`src/rtl/oam_dma.sv`:
```
// Sprite DMA: a CPU write to DMA_REG stalls the CPU and copies 256 bytes {page,00..FF} to OAM_PORT.
// Optional macro OAM_DMA_ALIGN_EN: an even HALT tick inserts one ALIGN tick before the first read.
module oam_dma #(
   parameter logic [15:0] DMA_REG  = 16'h4014,
   parameter logic [15:0] OAM_PORT = 16'h2004
) (
   input  logic        clock,
   input  logic        reset,
   input  logic        ce,
   input  logic [15:0] cpu_a,
   input  logic [7:0]  cpu_d,
   input  logic        cpu_r,
   input  logic        cpu_w,
   output logic        cpu_ce,
   output logic [15:0] bus_a,
   output logic [7:0]  bus_d,
   output logic        bus_r,
   output logic        bus_w,
   input  logic [7:0]  bus_i,
   output logic        busy
);

`ifdef OAM_DMA_ALIGN_EN
   localparam bit ALIGN_EN = 1'b1;
`else
   localparam bit ALIGN_EN = 1'b0;
`endif

   typedef enum logic [2:0] {S_IDLE, S_HALT, S_ALIGN, S_READ, S_WRITE} state_t;

   state_t      r_state, w_next;
   logic [7:0]  r_idx, r_page, r_latch;
   logic        r_parity;
   logic        w_trigger;

   assign w_trigger = (r_state == S_IDLE) & cpu_w & (cpu_a == DMA_REG);

   always_ff @(posedge clock) begin
      if (reset)   r_state <= S_IDLE;
      else if (ce) r_state <= w_next;
   end

   always_ff @(posedge clock) begin
      if (reset) begin
         r_idx    <= 8'h00;
         r_page   <= 8'h00;
         r_latch  <= 8'h00;
         r_parity <= 1'b0;
      end else if (ce) begin
         r_parity <= ~r_parity;
         if (w_trigger) begin
            r_page <= cpu_d;
            r_idx  <= 8'h00;
         end
         if (r_state == S_READ)  r_latch <= bus_i;
         if (r_state == S_WRITE) r_idx   <= r_idx + 8'd1;
      end
   end

   always_comb begin
      w_next = r_state;
      case (r_state)
         S_IDLE:  if (w_trigger) w_next = S_HALT;
         // parity is the pre-toggle value of this HALT tick
         S_HALT:  w_next = (r_parity || !ALIGN_EN) ? S_READ : S_ALIGN;
         S_ALIGN: w_next = S_READ;
         S_READ:  w_next = S_WRITE;
         S_WRITE: w_next = (r_idx == 8'hFF) ? S_IDLE : S_READ;
         default: w_next = S_IDLE;
      endcase
   end

   always_comb begin
      bus_a = {r_page, r_idx};
      bus_d = 8'h00;
      bus_r = 1'b0;
      bus_w = 1'b0;
      case (r_state)
         S_IDLE: begin
            bus_a = cpu_a;
            bus_d = cpu_d;
            bus_r = cpu_r;
            bus_w = cpu_w;
         end
         S_READ:  bus_r = 1'b1;
         S_WRITE: begin
            bus_a = OAM_PORT;
            bus_d = r_latch;
            bus_w = 1'b1;
         end
         default: ;
      endcase
   end

   assign cpu_ce = ce & (r_state == S_IDLE);
   assign busy   = (r_state != S_IDLE);

endmodule

```
`config.mk`:
```
export PLATFORM = sky130hd
export DESIGN_NAME = oam_dma
export DESIGN_NICKNAME = d
export VERILOG_FILES = /design/src/rtl/oam_dma.sv
export SDC_FILE = /design/constraint.sdc
export NUM_CORES = 1
export LEC_CHECK = 0
export CAP_MARGIN = 20
export CORE_ASPECT_RATIO = 0.75
export CORE_MARGIN = 1
export CORE_UTILIZATION = 40
export DETAILED_ROUTE_END_ITERATION = 16
export GPL_TIMING_DRIVEN = 0
export HOLD_SLACK_MARGIN = 0.03
export MAX_ROUTING_LAYER = met4
export PLACE_DENSITY = 0.74
export SLEW_MARGIN = 20
export SYNTH_ARGS = -nofsm -noshare
export SYNTH_HDL_FRONTEND = slang
export SYNTH_SLANG_ARGS = --single-unit
```
`constraint.sdc`:
```
create_clock -name clock -period 2.8 [get_ports clock]
set_input_delay 0.56 -clock clock [delete_from_list [all_inputs] [get_ports clock]]
set_output_delay 0.56 -clock clock [all_outputs]
set_load 0.005 [all_outputs]
```
==> reports/qor.txt <==
Max-cap violations -> 0
GP Congestion -> 0.834
Fmax -> 366 MHz
Largest net degree at the start of global routing -> 15
All-Layer GR Usage -> 0.240
Share of the synthesized area in the top cell type -> 0.324
Root buf cell -> clkbuf_8
Post-route minimum period -> 2.73 ns
Clk buf depth -> 2
Die Y -> 57.9 microns
Post-synth top area cell -> dfxtp_1
Synth Register Bits -> 27
Post-place setup slack -> 0.139 ns
Die Span X -> 76.6 microns
Most frequent cells in the layout -> clkdlybuf4s50_1, dfxtp_1, nand2_1, a21oi_1, a22o_1
Initial antenna violation count -> 0
Clk pin slew, worst setup/hold paths -> 0.09 ns
Via/cell ratio -> 5.66
CP Launch Type -> flop
Layout cell share with drive strength beyond 1 -> 0.125
Routed WL per cell -> 16.1 microns
Hold crit path type -> reg2reg
Core area -> 3830 sq um
DRT iter0 DRCs -> 193
Post-route DRC -> 0
Site row count -> 19
Top post-synthesis cells by area -> dfxtp_1, a21oi_1, a22o_1
Sink Count -> 27
I/O Pins -> 65
Number of global-route vias before repair -> 1,622
Synthesis-to-finish area growth -> 46.8%
Leading cell type in the layout, fill and taps excluded -> clkdlybuf4s50_1
Hold path cells -> 2
Initial core utilization -> 0.436
Synth Net Count -> 238
Total grt overflow -> 0
P_leak -> 0.861 nW
Library cells used by synthesis -> 45
DR vias -> 1,827
Async set-or-reset flop fraction in the synthesized netlist -> 0
Synthesized area per cell -> 8.34 sq um
Yosys warnings -> 0
Status -> completed
First-pass GRT wire length -> 8.11 mm
Critical path class -> reg2out
Final WS setup -> 0.0686 ns
CTS tree -> yes
Fin. Hold Viols -> 0
Final setup fails -> 0
CP required -> 2.24 ns
Post-synthesis cell count -> 200
H-Tree Depth -> 1
TritonCTS Buffers -> 3
DR pass1 iterations -> 4
Clock Skew -> 0.00320 ns
Total Power -> 0.754 mW
Fill cells -> 360
Arrival @ worst endpoint -> 2.17 ns
Slew at the pin closest to its max-slew limit -> 0.599 ns
PD cells -> 308 nW/um^2
Slew headroom -> 0.599
Slew Limit Fails -> 0
Setup TNS Final -> 0 ns
Hpwl dp -> 3.80 mm
I/O Buffers -> 63
Worst R2R Path Depth -> 7
Critical-path maximum fanout -> 10
Part of the cycle the worst path needs -> 0.975
Post-DRT Antenna Nets -> 0
Die area -> 4430 sq um
Clock latency on the worst-skew pair -> 0.28 ns
Worst ir drop on vdd -> 192 uV
Number of flops mapped to enable cells by yosys -> 0
Sequential cell area fraction in the yosys report -> 0.324
Post-Route WL -> 5.19 mm
Worst hold slack -> 0.464 ns
Dominant synthesized flop cell -> dfxtp_1
Antenna cells -> 0
Nets -> 310
Mapped cell area -> 1670 sq um
CP endpoint kind -> primary output
## critical path, cell delays in order, from the launching register on
cell and delay [ns]:
dfxtp_1 0.31, buf_2 0.18, nor3_4 0.39, clkbuf_2 0.34, a22o_2 0.18, clkdlybuf4s50_1 0.50
## timing repair
action,CTS,global route
cloned,0,0
hold buffers,0,0
pin swaps,0,1
buffers inserted,0,4
resized for setup,3,6
endpoints found under the setup margin,12,21
## power by group
part	internal [mW]	total [mW]	switching (mW)	leakage, nW
logic	0.0938	0.143	0.0487	0.621
clock network	0.102	0.228	0.125	0.0228
registers	0.384	0.384	0.00000346	0.217
total	0.580	0.754	0.174	0.861
## logic make-up (layout without fill, tap and decap cells)
logic type / after synthesis / in the layout / synth area share
buffers and inverters: 18 / 89 / 0.0503
and+or+nand+nor: 74 / 74 / 0.271
AOI/OAI and AO/OA: 70 / 70 / 0.288
muxes: 9 / 9 / 0.0540
DFF: 27 / 27 / 0.324
xor gates and xnor gates: 1 / 1 / 0.00525
adders and majority gates: 1 / 1 / 0.00750
## cell type report
| type | instances | area [sq um] | area share |
|---|---|---|---|
| Buffer | 17 | 90.1 | 0.0368 |
| Clock buffer | 4 | 45.0 | 0.0184 |
| Inverter | 1 | 3.75 | 0.00153 |
| Multi-Input combinational cell | 155 | 1040 | 0.426 |
| Sequential cell | 27 | 541 | 0.221 |
| Tap cell | 52 | 65.1 | 0.0266 |
| Timing Repair Buffer | 67 | 661 | 0.270 |
## stage by stage
stage	instances	instance area, sq um	utilization
2_1_floorplan	200	1670	-
3_3_place_gp	315	2360	0.618
3_5_place_dp	315	2360	0.618
4_1_cts	319	2410	0.630
5_1_grt	323	2450	0.640
6_report	323	2450	0.640
## sequential cells by signal, indices dropped and copies added, names as in the netlist
name     cells
r_page       8
r_latch      8
r_idx        8
r_state      3
## path summary, 6_finish.rpt
| path | start | end | slack (ns) |
|---|---|---|---|
| max reg2reg | r_state[1] | r_page[3] | 0.88 |
| max | r_state[1] | bus_a[10] | 0.07 |
| min reg2reg | r_latch[1] | r_latch[1] | 0.46 |
| min | r_latch[1] | r_latch[1] | 0.46 |
## layer usage
layer / up-vias / global-route usage / share of wire
met5: - / - / 0
met4: 0 / 0.0412 / 0.0089
met3: 6 / 0.0409 / 0.076
met2: 81 / 0.349 / 0.43
met1: 846 / 0.350 / 0.48
li1: 894 / - / -
## synthesized netlist by cell type (all sizes together), types with 3 or more instances
| cell type | number |
|---|---|
| nor2 | 12 |
| a21oi | 24 |
| nor3 | 4 |
| o211ai | 10 |
| nor3b | 3 |
| nand2 | 26 |
| mux2i | 9 |
| a22o | 14 |
| buf | 9 |
| nand3 | 11 |
| clkbuf | 8 |
| a31oi | 5 |
| dfxtp | 27 |
| o21ai | 10 |
Power figures use the tool's default switching activity.
